<file path="config.mk">
export PLATFORM = sky130hd
export DESIGN_NAME = pipe_track_flat
export DESIGN_NICKNAME = d
export VERILOG_FILES = /design/src/rtl/pipe_track_pkg.sv /design/src/rtl/pipe_track_if.sv /design/src/rtl/pipe_track_fwd_lookup.sv /design/src/rtl/pipe_track.sv /design/src/flat_wrapper.sv
export SDC_FILE = /design/constraint.sdc
export NUM_CORES = 1
export LEC_CHECK = 0
export BUFFER_PORTS_ARGS = -buffer_cell sky130_fd_sc_hd__buf_2
export CORE_ASPECT_RATIO = 0.75
export CORE_MARGIN = 5
export CORE_UTILIZATION = 40
export DETAILED_ROUTE_END_ITERATION = 7
export GPL_TIMING_DRIVEN = 0
export PLACE_DENSITY = 0.74
export SLEW_MARGIN = 10
export SYNTH_ARGS = -nofsm -noshare
export SYNTH_HDL_FRONTEND = slang
export SYNTH_HIERARCHICAL = 1
export SYNTH_SLANG_ARGS = --single-unit
</file>
<file path="constraint.sdc">
create_clock -name clk -period 1.8 [get_ports clk]
set_input_delay 0 -clock clk [delete_from_list [all_inputs] [get_ports clk]]
set_output_delay 0 -clock clk [all_outputs]
set_load 0.02 [all_outputs]
</file>
<file path="src/rtl/pipe_track_pkg.sv">
// pipe_track_pkg: shared types and defaults for the elastic pipeline tracker.
// The PIPE_TRACK_FWD_EN build option is consumed by pipe_track_fwd_lookup.
package pipe_track_pkg;

  localparam int unsigned DEF_WIDTH      = 32;
  localparam int unsigned DEF_RFADDR     = 5;
  localparam int unsigned DEF_DEPTH      = 4;
  localparam int unsigned DEF_NSRC       = 2;
  localparam int unsigned DEF_LATE_STAGE = 1;

  // One tracked stage at the default widths.
  typedef struct packed {
    logic                  valid;
    logic [DEF_RFADDR-1:0] rd;
    logic                  wr_en;
    logic [DEF_WIDTH-1:0]  data;
    logic                  rdy;
  } pipe_entry_t;

  // Result of one forwarding query.
  typedef enum logic [1:0] {
    FWD_NONE,
    FWD_DATA,
    FWD_STALL
  } fwd_sel_t;

  // Width of a count that must be able to express 0..depth.
  function automatic int unsigned fd_width(input int unsigned depth);
    return $clog2(depth + 1);
  endfunction

endpackage

</file>
<file path="src/rtl/pipe_track_if.sv">
// pipe_track_if: producer, retire, late-insert, flush and forwarding-query
// signals of the pipeline tracker. The master drives stimulus; the slave is
// the tracker itself.
interface pipe_track_if
  import pipe_track_pkg::*;
#(
  parameter int unsigned WIDTH  = DEF_WIDTH,
  parameter int unsigned RFADDR = DEF_RFADDR,
  parameter int unsigned DEPTH  = DEF_DEPTH,
  parameter int unsigned NSRC   = DEF_NSRC
);
  localparam int unsigned FDW = fd_width(DEPTH);

  logic                        in_valid;
  logic                        in_ready;
  logic [RFADDR-1:0]           in_rd;
  logic                        in_wr_en;
  logic [WIDTH-1:0]            in_data;
  logic                        in_data_rdy;
  logic                        late_en;
  logic [WIDTH-1:0]            late_data;
  logic                        flush;
  logic [FDW-1:0]              flush_depth;
  logic                        out_valid;
  logic                        out_ready;
  logic [RFADDR-1:0]           out_rd;
  logic                        out_wr_en;
  logic [WIDTH-1:0]            out_data;
  logic [NSRC-1:0][RFADDR-1:0] src_addr;
  logic [NSRC-1:0]             fwd_hit;
  logic [NSRC-1:0][WIDTH-1:0]  fwd_data;
  logic [NSRC-1:0]             fwd_stall;

  modport master (
    output in_valid, in_rd, in_wr_en, in_data, in_data_rdy,
    output late_en, late_data, flush, flush_depth, out_ready, src_addr,
    input  in_ready, out_valid, out_rd, out_wr_en, out_data,
    input  fwd_hit, fwd_data, fwd_stall
  );

  modport slave (
    input  in_valid, in_rd, in_wr_en, in_data, in_data_rdy,
    input  late_en, late_data, flush, flush_depth, out_ready, src_addr,
    output in_ready, out_valid, out_rd, out_wr_en, out_data,
    output fwd_hit, fwd_data, fwd_stall
  );

endinterface

</file>
<file path="src/rtl/pipe_track_fwd_lookup.sv">
// pipe_track_fwd_lookup: combinational youngest-first register match over
// all tracked stages for one operand query port.
// PIPE_TRACK_FWD_EN defined: forward ready data, stall on unready data.
// PIPE_TRACK_FWD_EN undefined: interlock only, stall on any match.
module pipe_track_fwd_lookup
  import pipe_track_pkg::*;
#(
  parameter int unsigned WIDTH  = DEF_WIDTH,
  parameter int unsigned RFADDR = DEF_RFADDR,
  parameter int unsigned DEPTH  = DEF_DEPTH
) (
  input  logic [DEPTH-1:0]             valid_i,
  input  logic [DEPTH-1:0]             wr_en_i,
  input  logic [DEPTH-1:0]             rdy_i,
  input  logic [DEPTH-1:0][RFADDR-1:0] rd_i,
  input  logic [DEPTH-1:0][WIDTH-1:0]  data_i,
  input  logic [RFADDR-1:0]            src_i,
  output logic                         hit_o,
  output logic                         stall_o,
  output logic [WIDTH-1:0]             data_o
);

  fwd_sel_t         sel;
  logic             found;
  logic             found_rdy;
  logic [WIDTH-1:0] found_data;

  // Scan oldest to youngest so the youngest matching stage is left selected.
  always_comb begin
    // NOTE: every variable gets a default before the loop; a path that leaves
    // one unassigned would infer a latch.
    found      = 1'b0;
    found_rdy  = 1'b0;
    found_data = '0;
    for (int k = DEPTH - 1; k >= 0; k--) begin
      if (valid_i[k] && wr_en_i[k] && (rd_i[k] == src_i) && (src_i != '0)) begin
        found      = 1'b1;
        found_rdy  = rdy_i[k];
        found_data = data_i[k];
      end
    end
  end

`ifdef PIPE_TRACK_FWD_EN
  // Full forwarding: ready data is bypassed, an unready producer interlocks.
  always_comb begin
    sel = FWD_NONE;
    if (found) sel = found_rdy ? FWD_DATA : FWD_STALL;
  end
  assign data_o = (sel == FWD_DATA) ? found_data : '0;
`else
  // Interlock only: any in-flight producer stalls the consumer.
  always_comb begin
    sel = FWD_NONE;
    if (found) sel = FWD_STALL;
  end
  assign data_o = '0;
  logic unused_fwd;
  assign unused_fwd = ^{found_rdy, found_data};
`endif

  assign hit_o   = (sel == FWD_DATA);
  assign stall_o = (sel == FWD_STALL);

endmodule

</file>
<file path="src/rtl/pipe_track.sv">
// pipe_track: DEPTH-stage elastic pipeline carrying destination metadata and
// results, with bubble collapse, partial flush of the youngest stages, late
// data insertion at LATE_STAGE and NSRC forwarding/interlock query ports.
// Forwarding vs interlock-only is selected by PIPE_TRACK_FWD_EN.
module pipe_track
  import pipe_track_pkg::*;
#(
  parameter int unsigned WIDTH      = DEF_WIDTH,
  parameter int unsigned RFADDR     = DEF_RFADDR,
  parameter int unsigned DEPTH      = DEF_DEPTH,
  parameter int unsigned NSRC       = DEF_NSRC,
  parameter int unsigned LATE_STAGE = DEF_LATE_STAGE
) (
  input logic         clk,
  input logic         reset,
  pipe_track_if.slave bus
);

  typedef struct packed {
    logic              valid;
    logic [RFADDR-1:0] rd;
    logic              wr_en;
    logic [WIDTH-1:0]  data;
    logic              rdy;
  } stage_t;

  stage_t             stage_q [DEPTH];
  stage_t             stage_d [DEPTH];
  stage_t             eff     [DEPTH];   // stage after flush and late insert
  logic [DEPTH-1:0]   move;
  logic               slot0_free;
  logic               accept;

  // Apply flush, then late insert, then resolve the advance chain from the
  // oldest stage back to the youngest.
  always_comb begin : pre_move
    logic adv;
    for (int k = 0; k < DEPTH; k++) begin
      eff[k] = stage_q[k];
      if (bus.flush && (k < int'(bus.flush_depth))) eff[k].valid = 1'b0;
    end
    if (bus.late_en && eff[LATE_STAGE].valid) begin
      eff[LATE_STAGE].data = bus.late_data;
      eff[LATE_STAGE].rdy  = 1'b1;
    end
    adv  = bus.out_ready;
    move = '0;
    for (int k = DEPTH - 1; k >= 0; k--) begin
      move[k] = eff[k].valid & adv;
      adv     = !eff[k].valid | move[k];
    end
    slot0_free = adv;
  end

  assign bus.in_ready = !reset && !bus.flush && slot0_free;
  assign accept       = bus.in_valid && bus.in_ready;

  // Next state: hold entries that cannot move, pull in the entry behind.
  always_comb begin : next_state
    for (int k = 0; k < DEPTH; k++) begin
      stage_d[k]       = eff[k];
      stage_d[k].valid = eff[k].valid & !move[k];
    end
    for (int k = 1; k < DEPTH; k++) begin
      if (move[k-1]) stage_d[k] = eff[k-1];
    end
    if (accept) begin
      stage_d[0].valid = 1'b1;
      stage_d[0].rd    = bus.in_rd;
      stage_d[0].wr_en = bus.in_wr_en;
      stage_d[0].data  = bus.in_data;
      stage_d[0].rdy   = bus.in_data_rdy;
    end
  end

  // Stage registers with synchronous clear.
  always_ff @(posedge clk) begin
    // NOTE: the stages are a handful of flops, not a RAM, so clearing every
    // field on reset costs nothing and keeps the retire fields at zero.
    // Sequential state is always written with non-blocking assignments.
    if (reset) begin
      for (int k = 0; k < DEPTH; k++) stage_q[k] <= '0;
    end else begin
      for (int k = 0; k < DEPTH; k++) stage_q[k] <= stage_d[k];
    end
  end

  assign bus.out_valid = stage_q[DEPTH-1].valid;
  assign bus.out_rd    = stage_q[DEPTH-1].rd;
  assign bus.out_wr_en = stage_q[DEPTH-1].wr_en;
  assign bus.out_data  = stage_q[DEPTH-1].data;

  logic [DEPTH-1:0]             v_vec;
  logic [DEPTH-1:0]             w_vec;
  logic [DEPTH-1:0]             r_vec;
  logic [DEPTH-1:0][RFADDR-1:0] rd_vec;
  logic [DEPTH-1:0][WIDTH-1:0]  data_vec;

  // Flatten the registered stages for the lookup ports.
  always_comb begin
    for (int k = 0; k < DEPTH; k++) begin
      v_vec[k]    = stage_q[k].valid;
      w_vec[k]    = stage_q[k].wr_en;
      r_vec[k]    = stage_q[k].rdy;
      rd_vec[k]   = stage_q[k].rd;
      data_vec[k] = stage_q[k].data;
    end
  end

  for (genvar i = 0; i < NSRC; i++) begin : g_lookup
    pipe_track_fwd_lookup #(
      .WIDTH  (WIDTH),
      .RFADDR (RFADDR),
      .DEPTH  (DEPTH)
    ) u_lookup (
      .valid_i (v_vec),
      .wr_en_i (w_vec),
      .rdy_i   (r_vec),
      .rd_i    (rd_vec),
      .data_i  (data_vec),
      .src_i   (bus.src_addr[i]),
      .hit_o   (bus.fwd_hit[i]),
      .stall_o (bus.fwd_stall[i]),
      .data_o  (bus.fwd_data[i])
    );
  end

endmodule

</file>
<file path="src/flat_wrapper.sv">
// flat-port wrapper written by rule: the top's interface ports become plain ports
module pipe_track_flat import pipe_track_pkg::*;
#(
  parameter int unsigned WIDTH      = DEF_WIDTH,
  parameter int unsigned RFADDR     = DEF_RFADDR,
  parameter int unsigned DEPTH      = DEF_DEPTH,
  parameter int unsigned NSRC       = DEF_NSRC,
  parameter int unsigned LATE_STAGE = DEF_LATE_STAGE
)
  (clk, reset, bus_in_valid, bus_in_rd, bus_in_wr_en, bus_in_data, bus_in_data_rdy, bus_late_en, bus_late_data, bus_flush, bus_flush_depth, bus_out_ready, bus_src_addr, bus_in_ready, bus_out_valid, bus_out_rd, bus_out_wr_en, bus_out_data, bus_fwd_hit, bus_fwd_data, bus_fwd_stall);
  pipe_track_if #(.WIDTH(WIDTH), .RFADDR(RFADDR), .DEPTH(DEPTH), .NSRC(NSRC)) bus_i ();
  input logic clk;
  input logic reset;
  input wire logic [$bits(bus_i.in_valid)-1:0] bus_in_valid;
  input wire logic [$bits(bus_i.in_rd)-1:0] bus_in_rd;
  input wire logic [$bits(bus_i.in_wr_en)-1:0] bus_in_wr_en;
  input wire logic [$bits(bus_i.in_data)-1:0] bus_in_data;
  input wire logic [$bits(bus_i.in_data_rdy)-1:0] bus_in_data_rdy;
  input wire logic [$bits(bus_i.late_en)-1:0] bus_late_en;
  input wire logic [$bits(bus_i.late_data)-1:0] bus_late_data;
  input wire logic [$bits(bus_i.flush)-1:0] bus_flush;
  input wire logic [$bits(bus_i.flush_depth)-1:0] bus_flush_depth;
  input wire logic [$bits(bus_i.out_ready)-1:0] bus_out_ready;
  input wire logic [$bits(bus_i.src_addr)-1:0] bus_src_addr;
  output wire logic [$bits(bus_i.in_ready)-1:0] bus_in_ready;
  output wire logic [$bits(bus_i.out_valid)-1:0] bus_out_valid;
  output wire logic [$bits(bus_i.out_rd)-1:0] bus_out_rd;
  output wire logic [$bits(bus_i.out_wr_en)-1:0] bus_out_wr_en;
  output wire logic [$bits(bus_i.out_data)-1:0] bus_out_data;
  output wire logic [$bits(bus_i.fwd_hit)-1:0] bus_fwd_hit;
  output wire logic [$bits(bus_i.fwd_data)-1:0] bus_fwd_data;
  output wire logic [$bits(bus_i.fwd_stall)-1:0] bus_fwd_stall;
  assign bus_i.in_valid = bus_in_valid;
  assign bus_i.in_rd = bus_in_rd;
  assign bus_i.in_wr_en = bus_in_wr_en;
  assign bus_i.in_data = bus_in_data;
  assign bus_i.in_data_rdy = bus_in_data_rdy;
  assign bus_i.late_en = bus_late_en;
  assign bus_i.late_data = bus_late_data;
  assign bus_i.flush = bus_flush;
  assign bus_i.flush_depth = bus_flush_depth;
  assign bus_i.out_ready = bus_out_ready;
  assign bus_i.src_addr = bus_src_addr;
  assign bus_in_ready = bus_i.in_ready;
  assign bus_out_valid = bus_i.out_valid;
  assign bus_out_rd = bus_i.out_rd;
  assign bus_out_wr_en = bus_i.out_wr_en;
  assign bus_out_data = bus_i.out_data;
  assign bus_fwd_hit = bus_i.fwd_hit;
  assign bus_fwd_data = bus_i.fwd_data;
  assign bus_fwd_stall = bus_i.fwd_stall;
  pipe_track #(.WIDTH(WIDTH), .RFADDR(RFADDR), .DEPTH(DEPTH), .NSRC(NSRC), .LATE_STAGE(LATE_STAGE)) u_core (.clk(clk), .reset(reset), .bus(bus_i));
endmodule
</file>
==> impl_metrics.csv <==
group,metric,value,unit
power,p_leak,4.276,nW
floorplanning,die_area,21080,um^2
min_path,hold_path.class,"in2reg",
placed_design,io_buffers,119,
setup_path,path_cells,"xor2_1 > nor4_2 > nand4_1 > nand4_1 > o21a_1 > buf_4",
power,p_seq_frac,0.470,
grt,antenna_found_initial,2,
floorplanning,coreArea,17810,um^2
finish,area_growth,32.69,%
detailed_routing,drtIter0Drc,323,
power,ir_drop,0.7474,mV
setup_path,cp.required,1.80,ns
setup_path,worst-setup-path-type,"reg2out",
setup_path,cp-startpoint,"u_core/stage_q[0][116]$_SDFFE_PP0P_",
setup_path,crit_path_end_kind,"output port",
finish,drive_gt1_frac,0.3245,
power,clkPwrFrac,0.415,
synth,yosys_warnings,6,
sta,setup_slack,0.01914,ns
clock_tree,cts_root_buffer,"clkbuf_16",
power,swShare,0.2332,
synth,postSynthAreaPerCell,9.350,um^2
floorplanning,die_w,166.0,um
finish,top_register,"u_core/stage_q",
clock_tree,cts_made_buffers,17,
setup_path,reg2regPathDepth,4,
sta,maxSlewViolCount,0,
clock_tree,cts_tree,"done",
power,p_int,5.866,mW
setup_path,path_common_cell,"nand4_1",
detailed_routing,drcViolationCount,0,
clock_tree,clockBufferDepth,2,
floorplanning,die_height,127.0,um
outcome,status,"finished clean",
power,combPwrFrac,0.115,
detailed_routing,routedWlPerCell,14.90,um
detailed_routing,dr.pass1.iters,7,
clock_tree,cts_sinks,156,
setup_path,rr_startpoint,"u_core/stage_q[0][159]$_SDFF_PP0_",
setup_path,crit_arrival,1.78,ns
synth,netlist_instances,781,
setup_path,crit_slowest_cell,"dfxtp_1",
placed_design,gp_congestion,0.8579,
grt,grt_pass1_wl,30.98,mm
setup_path,r2r_slack,0.10,ns
grt,grt_overflow,0,
power,power.switching,1.784,mW
placed_design,placed_cells,1206,
sta,worst_pin_slew,0.6628,ns
sta,hold_ws,0.01951,ns
sta,rsz0062_at_grt,"yes",
clock_tree,worstSkewPairLatency,0.42,ns
detailed_routing,viasPerCell,4.529,
setup_path,endpoint,"bus_fwd_stall[0]",
clock_tree,h-tree-depth,4,
placed_design,place_area,8441,um^2
power,p_per_area,789.6,nW/um^2
sta,period_needed,1.781,ns
sta,setup_violations,0,
flow_run,drv_cap,0,
sta,max_freq,561.5,MHz
setup_path,cpPeakStageDelay,0.43,ns
finish,fin_area,9689,um^2
detailed_routing,drtAntennaViolNets,0,
finish,final_cells,1300,
finish,largest_register_ff_count,156,
sta,post-route-period-util,0.9894,
finish,fill_cells,1606,
finish,reg_top3,"u_core/stage_q x156",
placed_design,place_ws,-0.1895,ns
setup_path,reg2reg_to,"u_core/stage_q[0][112]$_SDFFE_PP0P_",
synth,netlist_area,7302,um^2
floorplanning,num_rows,42,
grt,grt_pass1_vias,5867,
setup_path,crit_path_start_kind,"flip-flop",
grt,grt_max_degree,17,
floorplanning,ios,198,
grt,globalRouteTotalUtil,0.1822,
floorplanning,initial_core_util,0.4099,
detailed_routing,vias,5888,
finish,nets,1137,
sta,fin_skew,0.007352,ns
power,power,7.650,mW
sta,hold_viol,0,
setup_path,crit_path_max_fanout,4,
sta,relSlewSlack,0.5581,
placed_design,hpwl,14.00,mm
clock_tree,cts.clk_slew.worst_paths,0.06,ns
detailed_routing,routed_wl,19.37,mm
==> worst min-delay path by stage <==
stage	from	end	slack, ns	cells after the start
after global placement	bus_in_data[27]	u_core/stage_q[0][28]$_SDFFE_PP0P_	0.23	2
after floorplan	bus_flush	bus_in_ready	0.08	1
final	bus_late_data[31]	u_core/stage_q[0][72]$_SDFF_PP0_	0.02	3
after global routing	bus_late_data[6]	u_core/stage_q[0][87]$_SDFFE_PP0P_	0.02	3
after detailed placement	bus_in_data[27]	u_core/stage_q[0][28]$_SDFFE_PP0P_	0.23	2
after CTS	bus_out_ready	u_core/stage_q[0][159]$_SDFF_PP0_	0.00004	3
==> worst max-delay path: cells and delay by family (launching register included) <==
| family | cells | cell delay, ns |
|---|---|---|
| AND/OR/NAND/NOR | 3 | 0.56 |
| flip-flops | 1 | 0.43 |
| AO/OA/AOI/OAI | 1 | 0.13 |
| buffers and inverters | 1 | 0.13 |
| XOR/XNOR | 1 | 0.11 |
==> power by group through the flow <==
stage                     logic, mW  registers, mW  clock network (mW)
after floorplan               0.562           3.65                   0
after global placement        0.734           3.66                   0
final                         0.883           3.59                3.17
after detailed placement      0.743           3.67                   0
after global routing          0.956           3.60                3.41
after CTS                     0.859           3.59                3.24
==> cell type report <==
cell class,instances,area [um^2],area share
Antenna cell,1,2.502,0.0002583
Buffer,161,1106,0.1142
Clock buffer,27,503.0,0.05191
Clock inverter,2,10.01,0.001033
Multi-Input combinational cell,528,3376,0.3484
Sequential cell,156,3139,0.3240
Tap cell,242,302.8,0.03125
Timing Repair Buffer,183,1250,0.1290
==> metal layers <==
| metal | vias up | part of all wire | wire length, um | global-route usage |
|---|---|---|---|---|
| met5 | - | 0.00036 | 7 | 0 |
| met4 | 2 | 0.0059 | 114 | 0.04704 |
| met3 | 13 | 0.057 | 1112 | 0.04231 |
| met2 | 171 | 0.47 | 9038 | 0.3006 |
| met1 | 2710 | 0.47 | 9093 | 0.2434 |
| li1 | 2992 | - | - | - |
==> through the flow <==
step,TNS [ns],util
2_1_floorplan,0,-
3_3_place_gp,-4.206,0.4738
3_5_place_dp,-4.621,0.4738
4_1_cts,-0.01296,0.5398
5_1_grt,-0.1065,0.5439
6_report,0,0.5439
==> cells in the final DEF (no fill, tap or decap), types with 2 or more instances in the layout <==
cell type      count
nor4_1             4
dlygate4sd3_1     61
and3_1             2
mux2i_1           44
dfxtp_2           10
nor2b_1           38
nand2_1           79
nand4_1           10
clkbuf_2           3
conb_1            66
nor2_1            79
buf_2            131
clkbuf_4           2
o21a_1             2
a211oi_1          65
mux2_4            10
clkinv_2           2
mux2_2            28
xnor2_1            8
clkbuf_1          30
or4_1              2
clkbuf_16         17
xor2_1            31
dfxtp_1          145
buf_4            112
nor4_2             4
a21oi_1           41
clkbuf_8           4
buf_6              8
==> timing repair <==
item | 4_1_cts | 5_1_grt
endpoints found under the setup margin | 68 | 20
resized for setup | 12 | 17
setup buffers | 2 | 1
pin swaps | 7 | 11
hold endpoints to repair | 65 | 1
cloned | 0 | 0
hold buffers | 60 | 1
Note: power is estimated with default switching activity, not from simulation.
